`config.mk`:
```
export PLATFORM = sky130hd
export DESIGN_NAME = fifo_stream_drain_flat
export DESIGN_NICKNAME = d
export VERILOG_FILES = /design/src/rtl/fifo_stream_drain_if.sv /design/src/rtl/fifo_stream_drain.sv /design/src/flat_wrapper.sv
export SDC_FILE = /design/constraint.sdc
export NUM_CORES = 1
export LEC_CHECK = 0
export ABC_AREA = 1
export CAP_MARGIN = 20
export CORE_ASPECT_RATIO = 1.25
export CORE_MARGIN = 2
export CORE_UTILIZATION = 54
export DETAILED_ROUTE_END_ITERATION = 7
export HOLD_SLACK_MARGIN = 0.12
export PLACE_DENSITY = 0.76
export SYNTH_ARGS = -nofsm -noshare
export SYNTH_HDL_FRONTEND = slang
export SYNTH_SLANG_ARGS = --single-unit
```
`constraint.sdc`:
```
create_clock -name clk -period 3.15 [get_ports clk]
set_clock_uncertainty 0.05 [all_clocks]
set_input_delay 0.63 -clock clk [delete_from_list [all_inputs] [get_ports clk]]
set_output_delay 0.63 -clock clk [all_outputs]
set_load 0.02 [all_outputs]
```
`src/rtl/fifo_stream_drain_if.sv`:
```
// Purpose: FIFO read-port and valid/ready output-stream bundle for fifo_stream_drain.
// Ports:   master = drain side (issues fifo_rd_en, drives m_valid/m_data);
//          slave  = environment side (FIFO flags/data, downstream m_ready).
interface fifo_stream_drain_if #(
    parameter int W = 16
);
    // FIFO read port
    logic         fifo_rd_en;
    logic         fifo_empty;
    logic [W-1:0] fifo_data_out;
    logic         fifo_underflow;
    // Output stream
    logic         m_valid;
    logic         m_ready;
    logic [W-1:0] m_data;

    modport master (
        output fifo_rd_en,
        input  fifo_empty,
        input  fifo_data_out,
        input  fifo_underflow,
        output m_valid,
        output m_data,
        input  m_ready
    );

    modport slave (
        input  fifo_rd_en,
        output fifo_empty,
        output fifo_data_out,
        output fifo_underflow,
        input  m_valid,
        input  m_data,
        output m_ready
    );
endinterface

```
`src/rtl/fifo_stream_drain.sv`:
```
// Purpose: read-side FIFO consumer; absorbs the 1-cycle FIFO read latency and
//          re-presents words on a valid/ready stream through a small skid buffer.
// Latency: fifo_rd_en at cycle N -> m_valid earliest at cycle N+2.
// Backpressure: reads are credit-limited ((occ + inflight) < SKID_DEPTH), never
//          gated by m_ready, so a granted read always has a buffer slot waiting.
// Ports:   clk, rst_n (async active-low), drain_en, bus (fifo_stream_drain_if.master:
//          fifo_rd_en/fifo_empty/fifo_data_out/fifo_underflow, m_valid/m_data/m_ready),
//          busy, err_underflow (sticky).
// Option:  FIFO_DRAIN_STATS_EN adds beat_count[31:0] (accepted words) and
//          drop_count[15:0] (underflow-discarded beats); both wrap.
module fifo_stream_drain #(
    parameter int FIFO_WIDTH = 16,
    parameter int SKID_DEPTH = 3
) (
    input  logic                      clk,
    input  logic                      rst_n,
    input  logic                      drain_en,
    fifo_stream_drain_if.master       bus,
    output logic                      busy,
    output logic                      err_underflow
`ifdef FIFO_DRAIN_STATS_EN
    ,
    output logic [31:0]               beat_count,
    output logic [15:0]               drop_count
`endif
);

    localparam int PW    = (SKID_DEPTH > 1) ? $clog2(SKID_DEPTH) : 1;
    localparam int OW    = $clog2(SKID_DEPTH + 1);
    // Storage is rounded up to a power of two so any pointer value indexes a real
    // entry; only entries 0..SKID_DEPTH-1 are ever written or read.
    localparam int BUF_N = 1 << PW;
    localparam logic [OW:0]   DEPTH_L = (OW + 1)'(SKID_DEPTH);
    localparam logic [PW-1:0] LAST_P  = PW'(SKID_DEPTH - 1);

    typedef enum logic [1:0] {
        S_IDLE = 2'd0,
        S_RUN  = 2'd1,
        S_HOLD = 2'd2
    } state_t;

    state_t                r_state;
    state_t                w_state_nxt;
    logic [FIFO_WIDTH-1:0] r_buf [BUF_N];
    logic [PW-1:0]         r_wr_ptr;
    logic [PW-1:0]         r_rd_ptr;
    logic [OW-1:0]         r_occ;
    logic [OW-1:0]         w_occ_nxt;
    logic                  r_inflight;
    logic                  r_err;
    logic [OW:0]           w_used;
    logic                  w_rd_en;
    logic                  w_push;
    logic                  w_pop;
    logic                  w_valid;

    function automatic logic [PW-1:0] ptr_inc(input logic [PW-1:0] p);
        return (p == LAST_P) ? '0 : p + PW'(1);
    endfunction

    // Slots already committed: buffered words plus the one read still in flight.
    assign w_used  = {1'b0, r_occ} + {{OW{1'b0}}, r_inflight};
    assign w_valid = (r_occ != '0);
    // An in-flight beat flagged as underflow is dropped instead of stored.
    assign w_push  = r_inflight && !bus.fifo_underflow;
    assign w_pop   = w_valid && bus.m_ready;

    always_comb begin
        w_occ_nxt = r_occ;
        case ({w_push, w_pop})
            2'b10:   w_occ_nxt = r_occ + OW'(1);
            2'b01:   w_occ_nxt = r_occ - OW'(1);
            default: w_occ_nxt = r_occ;
        endcase
    end

    // ---------------- FSM: state register ----------------
    always_ff @(posedge clk or negedge rst_n) begin
        if (!rst_n) begin
            r_state <= S_IDLE;
        end else begin
            r_state <= w_state_nxt;
        end
    end

    // ---------------- FSM: next state ----------------
    // HOLD issues no reads, so inflight is 0 next cycle; looking at next occupancy
    // lets the FSM reach IDLE in the cycle right after the final pop.
    always_comb begin
        w_state_nxt = r_state;
        case (r_state)
            S_IDLE: if (drain_en) w_state_nxt = S_RUN;
            S_RUN:  if (!drain_en) w_state_nxt = S_HOLD;
            S_HOLD: begin
                if (drain_en)                w_state_nxt = S_RUN;
                else if (w_occ_nxt == '0)    w_state_nxt = S_IDLE;
            end
            default: w_state_nxt = S_IDLE;
        endcase
    end

    // ---------------- FSM: outputs ----------------
    // Read request depends only on registered state, drain_en and fifo_empty.
    always_comb begin
        busy    = (r_state != S_IDLE);
        w_rd_en = drain_en && !bus.fifo_empty && (r_state == S_RUN) && (w_used < DEPTH_L);
    end

    assign bus.fifo_rd_en = w_rd_en;
    assign bus.m_valid    = w_valid;
    assign bus.m_data     = w_valid ? r_buf[r_rd_ptr] : '0;
    assign err_underflow  = r_err;

    // ---------------- datapath state ----------------
    always_ff @(posedge clk or negedge rst_n) begin
        if (!rst_n) begin
            r_inflight <= 1'b0;
            r_occ      <= '0;
            r_wr_ptr   <= '0;
            r_rd_ptr   <= '0;
            r_err      <= 1'b0;
        end else begin
            r_inflight <= w_rd_en;
            r_occ      <= w_occ_nxt;
            if (w_push) r_wr_ptr <= ptr_inc(r_wr_ptr);
            if (w_pop)  r_rd_ptr <= ptr_inc(r_rd_ptr);
            if (r_inflight && bus.fifo_underflow) r_err <= 1'b1;
        end
    end

    // Buffer contents need no reset: m_data is masked while the buffer is empty.
    always_ff @(posedge clk) begin
        if (w_push) r_buf[r_wr_ptr] <= bus.fifo_data_out;
    end

`ifdef FIFO_DRAIN_STATS_EN
    logic [31:0] r_beat_count;
    logic [15:0] r_drop_count;

    always_ff @(posedge clk or negedge rst_n) begin
        if (!rst_n) begin
            r_beat_count <= '0;
            r_drop_count <= '0;
        end else begin
            if (w_pop) r_beat_count <= r_beat_count + 32'd1;
            if (r_inflight && bus.fifo_underflow) r_drop_count <= r_drop_count + 16'd1;
        end
    end

    assign beat_count = r_beat_count;
    assign drop_count = r_drop_count;
`endif

endmodule

```
`src/flat_wrapper.sv`:
```
// flat-port wrapper written by rule: the top's interface ports become plain ports
module fifo_stream_drain_flat 
#(
    parameter int FIFO_WIDTH = 16,
    parameter int SKID_DEPTH = 3
)
  (clk, rst_n, drain_en, busy, err_underflow, bus_fifo_rd_en, bus_fifo_empty, bus_fifo_data_out, bus_fifo_underflow, bus_m_valid, bus_m_data, bus_m_ready);
  fifo_stream_drain_if #(.W((16))) bus_i ();
  input  logic clk;
  input  logic rst_n;
  input  logic drain_en;
  output logic busy;
  output logic err_underflow;
  output wire logic [$bits(bus_i.fifo_rd_en)-1:0] bus_fifo_rd_en;
  input wire logic [$bits(bus_i.fifo_empty)-1:0] bus_fifo_empty;
  input wire logic [$bits(bus_i.fifo_data_out)-1:0] bus_fifo_data_out;
  input wire logic [$bits(bus_i.fifo_underflow)-1:0] bus_fifo_underflow;
  output wire logic [$bits(bus_i.m_valid)-1:0] bus_m_valid;
  output wire logic [$bits(bus_i.m_data)-1:0] bus_m_data;
  input wire logic [$bits(bus_i.m_ready)-1:0] bus_m_ready;
  assign bus_fifo_rd_en = bus_i.fifo_rd_en;
  assign bus_i.fifo_empty = bus_fifo_empty;
  assign bus_i.fifo_data_out = bus_fifo_data_out;
  assign bus_i.fifo_underflow = bus_fifo_underflow;
  assign bus_m_valid = bus_i.m_valid;
  assign bus_m_data = bus_i.m_data;
  assign bus_i.m_ready = bus_m_ready;
  fifo_stream_drain #(.FIFO_WIDTH(FIFO_WIDTH), .SKID_DEPTH(SKID_DEPTH)) u_core (.clk(clk), .rst_n(rst_n), .drain_en(drain_en), .bus(bus_i), .busy(busy), .err_underflow(err_underflow));
endmodule
```
==> results.md, run 1 <==
- Global-route wire length before repair: 8990 um
- CP Data Required Time: 2.47 ns
- Clock sinks: 74
- Final setup viols: 0
- Comb pwr share: 41.9%
- Leading area contributor after synthesis: edfxtp_1
- Ratio of cells with drive above 1 in the final layout: 9.15%
- Initial antenna violation count: 0
- Post-CTS Repair Setup Buffers: 0
- VDD IR max: 487 uV
- Cell Int Power: 1930 uW
- Unique masters post-synth: 25
- DR vias/cell: 5.25
- Slew Viols, Final: 0
- Critical R2R Capture: u_core.r_state[1]
- Multi-input gate area: 713 um2
- Final Critical Period: 3.02 ns
- Flop-to-flop setup slack: 1.04 ns
- Slew @ Worst Pin: 0.764 ns
- Clock slew at reported path FFs: 0.07 ns
- Post-synth ARST share: 13.5%
- Most frequent cells in the layout: 112 x nand2_1, 64 x edfxtp_1, 40 x clkdlybuf4s50_1
- Synth Flop Type: edfxtp_1
- Synth top area cells: edfxtp_1 64%, nand2_1 14%, dfrtp_1 8.3%
- Dpl cell area: 3490 um2
- Final Instance Area: 3660 um2
- Die H: 87.4 um
- Post-synth top area share: 63.9%
- Grt ovf: 0
- GP Congestion: 0.764
- Hold EP: u_core.err_underflow
- CP startpoint kind: flip-flop
- Switching pwr: 1150 uW
- Maximum buffer depth of the clock tree: 2
- Worst path arrival time: 2.34 ns
- Skew-Pair Late Insertion Delay: 0.33 ns
- R2R Path Start: u_core.r_occ[0]
- Effective utilization at floorplan: 55.6%
- Leakage: 0.00143 uW
- F_max: 331 MHz
- Max-cap viol count: 0
- Util after Layout: 67.7%
- Synthesized net count: 275
- Sequential fraction of the synthesis area: 72.2%
- Filler cells: 403
- Vias: 1944
- Clock share of power: 19.2%
- DIE AREA: 6190 um2
- Critical path peak fanout: 18
- Mean Syn Cell Area: 12.0 um2
- Drt first pass iters: 6
- Seq. cell area: 2170 um2
- Final ANT Viol Nets: 0
- IO buf count: 41
- Routed wire per std cell: 14.4 um
- Row cnt: 30
- Reg2Reg Depth: 12
- Sequential Power Share: 38.8%
- Vias in the first global route: 1973
- RSZ-0062 raised after global routing: no
- Min-Delay Path Class: flip-flop to flip-flop
- Number of DRC markers in iteration 0: 93
- Final hold viol count: 0
- Outcome: finished, final reports clean
- Rel. slew slack: 49.0%
- Power Dens Cells: 843 nW/um2
- Period utilisation layout: 95.9%
- Post-route setup TNS: 0 ns
- NumNets Final: 326
- Critical path class: flip-flop to primary output
- Hold path cells: 1
- Sw Share: 37.4%
- CTS root buf: clkbuf_8
- Ports: 42
- Post-DP HPWL: 3360 um
- Gr usage total: 19.6%
- TritonCTS clock tree: done
- Largest net degree at the start of global routing: 19
- Synth warnings: 0
- Crit end category: primary output
- Most common cell after layout, fill and taps aside: nand2_1
- Synthesis-to-finish area growth: 21.6%
- Die Span X: 70.8 um
- Residual DRC count: 0
- Register bit total from synthesis: 74
- Final wirelength: 5350 um
- Number of CTS-inserted buffers: 9
- Source of the worst hold timing path: u_core.err_underflow
- Core ar.: 5410 um2
- CTS H-Tree Depth: 3
- Synthesized instance count: 250
- Post-synth EDFFs: 64
- # diodes: 0
- Syn Std Cell Area: 3010 um2
## Yosys cell counts, types with 2 or more instances
cell type and instances:
ha_1 3, o21ai_0 2, edfxtp_1 64, a31oi_1 16, nand2_1 112, nor2_8 2, nor2_1 4, buf_6 2
buf_4 2, inv_1 15, nor3_1 2, nand3_1 4, dfrtp_1 10
## layout make-up
cell class / instances / area share [%]
Inverter: 16 / 1.78
Tap cell: 64 / 2.19
Clock buffer: 10 / 3.49
Clock inverter: 6 / 0.924
Sequential cell: 74 / 59.4
Multi-Input combinational cell: 152 / 19.5
Timing Repair Buffer: 48 / 12.7
## power groups by stage
stage	Clock, uW	Combinational [uW]	Sequential (uW)
finish	592	1290	1200
global route	641	1430	1210
CTS	607	1310	1200
detailed placement	0	1300	1220
global placement	0	1280	1220
floorplan	0	840	1200
## worst max-delay path: stages (launching register included)
cell and delay (ns):
dfrtp_1 0.57, inv_6 0.15, nor2_8 0.30, nand2_1 0.12
a31oi_1 0.22, clkdlybuf4s50_1 0.63
## metrics by stage
step,setup WS [ns],total power (uW),hold slack (ns),std cells
finish,0.130,3080,0.411,370
global route,0.00477,3270,0.432,370
floorplan,0.634,2040,0.284,250
detailed placement,0.289,2520,0.396,354
global placement,0.342,2500,0.396,354
CTS,0.0891,3110,0.416,370
## logic make-up (layout without fill, tap and decap cells)
logic type               after synthesis  in the layout  share of synthesized area (%)
AO/OA/AOI/OAI                         20             20                           4.08
AND/OR/NAND/NOR                      129            129                           18.1
flip-flops                            74             74                           72.2
adder cells (fa/ha/maj)                3              3                           1.25
buffers and inverters                 24             80                           4.41
## routing by layer
layer  vias up  global-route usage [%]  part of all wire, %
met5         -                       0                    0
met4         0                    11.0                  1.9
met3        13                    4.75                  5.0
met2        61                    33.4                   53
met1       915                    22.5                   40
li1        955                       -                    -
## repair_timing
| item | in CTS | in global routing |
|---|---|---|
| hold buffers | 0 | 0 |
| setup endpoints to repair | 0 | 1 |
| gates resized for setup | 0 | 1 |
## worst max path at each step
stage                                  start            endpoint  cells after the start
after floorplan           bus_fifo_underflow  u_core.r_buf[2][0]                      3
after global placement              drain_en      bus_fifo_rd_en                      4
after detailed placement            drain_en      bus_fifo_rd_en                      4
after CTS                    u_core.r_occ[0]      bus_fifo_rd_en                      6
after global routing      u_core.r_rd_ptr[0]      bus_m_data[15]                      5
final                     u_core.r_rd_ptr[0]      bus_m_data[15]                      5
## sequential cells by signal, indices dropped and copies added, names as in the netlist
register / flops
u_core.r_buf: 64
u_core.r_occ: 2
u_core.r_rd_ptr: 2
u_core.r_state: 2
u_core.r_wr_ptr: 2
u_core.err_underflow: 1
u_core.r_inflight: 1
Power figures use the tool's default switching activity.
==> run 2, diff against run 1 <==
--- a/config.mk
+++ b/config.mk
@@ -7,7 +7,7 @@
 export LEC_CHECK = 0
 export ABC_AREA = 1
 export CAP_MARGIN = 20
-export CORE_ASPECT_RATIO = 1.25
+export CORE_ASPECT_RATIO = 0.8
 export CORE_MARGIN = 2
 export CORE_UTILIZATION = 54
 export DETAILED_ROUTE_END_ITERATION = 7
==> run 2 against run 1 <==
Register-to-register slack got worse by 0.04 ns. Setup slack worse by 0.0015 ns. Sequential power about the same. Global-route usage grew 1.1 points. Clock power rose by 31%. Via count grew 0.21%. Maximum frequency hardly changed. Hold slack is essentially flat. Routed wire length grew 5.7%. Utilization up 0.76 points. Cell count did not move. Die area barely moved.
==> results.md, run 2 (synthesis results as in run 1) <==
- Post-route setup TNS: 0 ns (unchanged)
- CTS root buf: clkbuf_8
- Vias: 1948 (+0.21%)
- Largest net degree at the start of global routing: 19 (unchanged)
- Final wirelength: 5650 um (+5.7%)
- VDD IR max: 397 uV (-18%)
- Gr usage total: 20.7% (+1.1 points)
- Initial antenna violation count: 0 (unchanged)
- Worst path arrival time: 2.34 ns (about the same)
- Total power: 3240 uW (+5.2%)
- Post-CTS Repair Setup Buffers: 0 (unchanged)
- Vias in the first global route: 1874 (-5.0%)
- NumNets Final: 325 (-0.31%)
- Number of DRC markers in iteration 0: 113 (+22%)
- Post-DP HPWL: 3470 um (+3.4%)
- Critical path class: flip-flop to primary output
- DIE AREA: 6190 um2 (about the same)
- Leakage: 0.00145 uW (+1.5%)
- IO buf count: 41 (unchanged)
- Grt ovf: 0 (unchanged)
- Skew-Pair Late Insertion Delay: 0.35 ns (+0.02 ns)
- TritonCTS clock tree: done
- GP Congestion: 0.767 (+0.41%)
- Period utilisation layout: 95.9% (about the same)
- Crit end category: primary output
- Clock sinks: 74 (unchanged)
- Most frequent cells in the layout: 112 x nand2_1, 64 x edfxtp_1, 40 x clkdlybuf4s50_1
- Final Instance Area: 3700 um2 (+1.1%)
- Clock slew at reported path FFs: 0.07 ns (about the same)
- CP Data Required Time: 2.47 ns (about the same)
- Critical path peak fanout: 17 (-1)
- CP startpoint kind: flip-flop
- F_max: 331 MHz (about the same)
- Most common cell after layout, fill and taps aside: nand2_1
- Power Dens Cells: 877 nW/um2 (+4.1%)
- RSZ-0062 raised after global routing: no
- Slew Viols, Final: 0 (unchanged)
- Effective utilization at floorplan: 55.6% (unchanged)
- Synthesis-to-finish area growth: 23.0%
- Ratio of cells with drive above 1 in the final layout: 8.52% (-0.63 points)
- Ports: 42 (unchanged)
- Routed wire per std cell: 15.3 um (+5.7%)
- Drt first pass iters: 4 (-2)
- Dpl cell area: 3490 um2 (-0.18%)
- Final Critical Period: 3.02 ns (+0.00146 ns)
- Number of flip-flops in the largest register: 64 (unchanged)
- Rel. slew slack: 57.2% (+8.2 points)
- CTS H-Tree Depth: 3 (unchanged)
- Register bank with the most flops: u_core.r_buf
- Number of CTS-inserted buffers: 9 (unchanged)
- Util after Layout: 68.4% (+0.76 points)
- Min-Delay Path Class: flip-flop to flip-flop
- Slew @ Worst Pin: 0.642 ns (-0.122 ns)
- Global-route wire length before repair: 9300 um (+3.5%)
- Final hold viol count: 0 (unchanged)
- Row cnt: 24 (-20%)
- Outcome: finished, final reports clean
- Max-cap viol count: 0 (unchanged)
- # diodes: 0 (unchanged)
- Die Span X: 87.4 um (+24%)
- Final setup viols: 0 (unchanged)
- Maximum buffer depth of the clock tree: 2 (unchanged)
- Fin Hold WS: 0.411 ns (-0.000360 ns)
- Residual DRC count: 0 (unchanged)
- Die H: 70.8 um (-19%)
- Final ANT Viol Nets: 0 (unchanged)
- Core ar.: 5410 um2 (unchanged)
- DR vias/cell: 5.26 (+0.21%)
[run 2: metrics by stage]
step,setup slack [ns],instances
floorplan,0.634,250
detailed placement,0.298,354
CTS,0.132,370
finish,0.129,370
global placement,0.346,354
global route,0.0387,370
[run 2: metal layers]
| layer | part of all wire [%] | track usage [%] | vias up |
|---|---|---|---|
| met5 | 0 | 0 | - |
| met4 | 1.1 | 5.47 | 0 |
| met3 | 6.2 | 8.63 | 6 |
| met2 | 49 | 30.9 | 55 |
| met1 | 44 | 28.4 | 937 |
| li1 | - | - | 950 |
[run 2: repair_timing]
item,CTS,global route
resized for setup,0,1
setup endpoints to repair,0,1
hold buffers,0,0
hold endpoints to repair,0,0
[run 2: path summary, 6_finish.rpt]
check,startpoint,end,slack (ns),depth (start not counted)
max,u_core.r_rd_ptr[1],bus_m_data[5],0.13,4
min,u_core.err_underflow,u_core.err_underflow,0.41,1
max reg2reg,u_core.r_occ[0],u_core.r_state[1],1.00,12
min reg2reg,u_core.err_underflow,u_core.err_underflow,0.41,1
max in group asynchronous,rst_n,u_core.r_rd_ptr[1],2.20,1
min in group asynchronous,rst_n,u_core.r_wr_ptr[0],0.54,1
[run 2: cell type report]
type                            instances  area, um2
Clock inverter                          6       81.3
Multi-Input combinational cell        152        713
Timing Repair Buffer                   47        458
Inverter                               16       65.1
Sequential cell                        74       2170
Fill cell                             399       1710
Tap cell                               65       81.3
Clock buffer                           10        128
[run 2: report_power, final]
group / switching [uW] / total, uW / leakage (uW) / internal, uW
Combinational: 745 / 1250 / 0.000646 / 503
Sequential: 88.4 / 1220 / 0.000700 / 1130
Clock: 333 / 774 / 0.000105 / 441
Total: 1170 / 3240 / 0.00145 / 2080
[run 2: critical path, cell delays in order (launching register included)]
cell	delay, ns
dfrtp_1	0.61
nor2_8	0.37
nand2_1	0.08
a31oi_1	0.27
clkdlybuf4s50_1	0.66
==> run 3, diff against run 2 <==
--- a/config.mk
+++ b/config.mk
@@ -8,8 +8,9 @@
 export ABC_AREA = 1
 export CAP_MARGIN = 20
 export CORE_ASPECT_RATIO = 0.8
-export CORE_MARGIN = 2
+export CORE_MARGIN = 1.5
 export CORE_UTILIZATION = 54
+export CTS_CLUSTER_DIAMETER = 120
 export DETAILED_ROUTE_END_ITERATION = 7
 export HOLD_SLACK_MARGIN = 0.12
 export PLACE_DENSITY = 0.76
==> run 3 against run 2 <==
Total power is 0.29% higher. Register-to-register slack better by 0.09 ns. Non-clock buffer count stayed put. Sequential power hardly changed. Sequential cell count stayed put. Hold slack worse by 0.0043 ns. Critical endpoint is now bus_m_data[4]. First-iteration DRC count is 0.88% higher. Cell count stayed put. Sequential share of layout area hardly changed.
==> results.md, run 3 (synthesis results as in run 1) <==
- Outcome: finished, final reports clean
- Synthesis-to-finish area growth: 23.0% (about the same)
- Core ar.: 5410 um2 (unchanged)
- Hold path cells: 1 (unchanged)
- Vias in the first global route: 1853 (-1.1%)
- Post-route setup TNS: 0 ns (unchanged)
- Slew Viols, Final: 0 (unchanged)
- Max-cap viol count: 0 (unchanged)
- Critical path peak fanout: 17 (unchanged)
- Multi-input gate area: 713 um2 (unchanged)
- Hold_buf cts: 0 (unchanged)
- Die Span X: 86.4 um (-1.1%)
- Clock slew at reported path FFs: 0.07 ns (about the same)
- Critical path class: flip-flop to primary output
- Post-CTS Repair Setup Buffers: 0 (unchanged)
- RSZ-0062 raised after global routing: no
- Register bank with the most flops: u_core.r_buf
- Slew @ Worst Pin: 0.692 ns (+0.0501 ns)
- Row cnt: 24 (unchanged)
- Hold EP: u_core.err_underflow
- Flop-to-flop setup slack: 1.09 ns (+0.09 ns)
- CP startpoint kind: flip-flop
- Source of the worst hold timing path: u_core.err_underflow
- Final Critical Period: 2.96 ns (-0.0562 ns)
- CP max stage cell: dfrtp_1
- Largest net degree at the start of global routing: 19 (unchanged)
- Number of CTS-inserted buffers: 9 (unchanged)
- Final hold viol count: 0 (unchanged)
- Ports: 42 (unchanged)
- DR vias/cell: 5.34 (+1.4%)
- Filler cells: 382 (-4.3%)
- Critical-path cell list: nor2_8 -> nand2_1 -> a31oi_1 -> clkdlybuf4s50_1
- Residual DRC count: 0 (unchanged)
- Number of DRC markers in iteration 0: 114 (+0.88%)
- Min-Delay Path Class: flip-flop to flip-flop
- # diodes: 0 (unchanged)
- Most frequent cells in the layout: 112 x nand2_1, 64 x edfxtp_1, 40 x clkdlybuf4s50_1
- VDD IR max: 556 uV (+40%)
- Final ANT Viol Nets: 0 (unchanged)
- DIE AREA: 6030 um2 (-2.5%)
- Initial antenna violation count: 0 (unchanged)
- Leakage: 0.00145 uW (about the same)
- CTS root buf: clkbuf_8
- NumNets Final: 325 (unchanged)
- Post-DP HPWL: 3510 um (+1.0%)
- Vias: 1975 (+1.4%)
- Die H: 69.8 um (-1.4%)
- F_max: 337 MHz (+1.9%)
- Number of flip-flops in the largest register: 64 (unchanged)
- Worst path arrival time: 2.28 ns (-0.06 ns)
- Gr usage total: 20.8% (+0.16 points)
- Skew-Pair Late Insertion Delay: 0.34 ns (about the same)
- TritonCTS clock tree: done
- Worst path bufs/invs: 1 (unchanged)
- Rel. slew slack: 53.8% (-3.3 points)
- Global-route wire length before repair: 9000 um (-3.2%)
- Most common cell after layout, fill and taps aside: nand2_1
- Drt first pass iters: 4 (unchanged)
- Crit end category: primary output
- Effective utilization at floorplan: 55.6% (unchanged)
- Maximum buffer depth of the clock tree: 2 (unchanged)
- Final wirelength: 5650 um (+0.11%)
- Period utilisation layout: 94.1% (-1.8 points)
- Reg2Reg Depth: 12 (unchanged)
- Power Dens Cells: 879 nW/um2 (+0.22%)
- CP peak stage delay: 0.63 ns (-0.03 ns)
- Clock sinks: 74 (unchanged)
- Grt ovf: 0 (unchanged)
- Fin Hold WS: 0.407 ns (-0.00427 ns)
- Critical R2R Capture: u_core.r_state[1]
- Seq. cell area: 2170 um2 (about the same)
- CTS H-Tree Depth: 3 (unchanged)
- R2R Path Start: u_core.r_occ[0]
- Final setup viols: 0 (unchanged)
- Routed wire per std cell: 15.3 um (+0.11%)
- CP Data Required Time: 2.47 ns (about the same)
- IO buf count: 41 (unchanged)
- GP Congestion: 0.786 (+2.5%)
- Ratio of cells with drive above 1 in the final layout: 9.18% (+0.66 points)
- Crit path max-delay family: flip-flops
run 3: worst max path at each step:
stage,endpoint,from,cells past startpoint
finish,bus_m_data[4],u_core.r_rd_ptr[1],4
global placement,bus_fifo_rd_en,drain_en,4
CTS,bus_m_data[4],u_core.r_rd_ptr[0],5
detailed placement,bus_fifo_rd_en,drain_en,4
floorplan,u_core.r_buf[2][0],bus_fifo_underflow,3
global route,bus_m_data[3],u_core.r_rd_ptr[1],4
run 3: final cells by class:
| cell class | count | share of cell area, % |
|---|---|---|
| multi-input combinational | 152 | 19.3 |
| clock inverter | 5 | 2.13 |
| sequential | 74 | 58.7 |
| tap | 65 | 2.20 |
| clock buffer | 11 | 3.55 |
| inverter | 16 | 1.76 |
| timing repair buffer | 47 | 12.4 |
run 3: per-stage QoR:
step | utilization (%) | area (um2) | power [uW] | worst slack [ns] | cells
2_1_floorplan | - | 3010 | 2040 | 0.634 | 250
3_3_place_gp | 64.5 | 3490 | 2470 | 0.345 | 354
3_5_place_dp | 64.5 | 3490 | 2500 | 0.286 | 354
4_1_cts | 68.4 | 3700 | 3280 | 0.0339 | 370
5_1_grt | 68.5 | 3700 | 3420 | 0.0604 | 370
6_report | 68.5 | 3700 | 3250 | 0.185 | 370
run 3: metal layers:
layer	part of all wire (%)	GRT usage [%]	vias to the layer above
met5	0	0	-
met4	1.0	8.78	0
met3	6.8	8.81	6
met2	52	31.7	61
met1	41	26.3	955
li1	-	-	953
run 3: report_power, final:
part	internal (uW)	switching (uW)
Sequential	1130	112
Combinational	501	732
Clock	445	329
run 3: timing repair:
action	CTS	global route
gates resized for setup	0	2
setup endpoints to repair	0	12
hold endpoints to repair	0	0
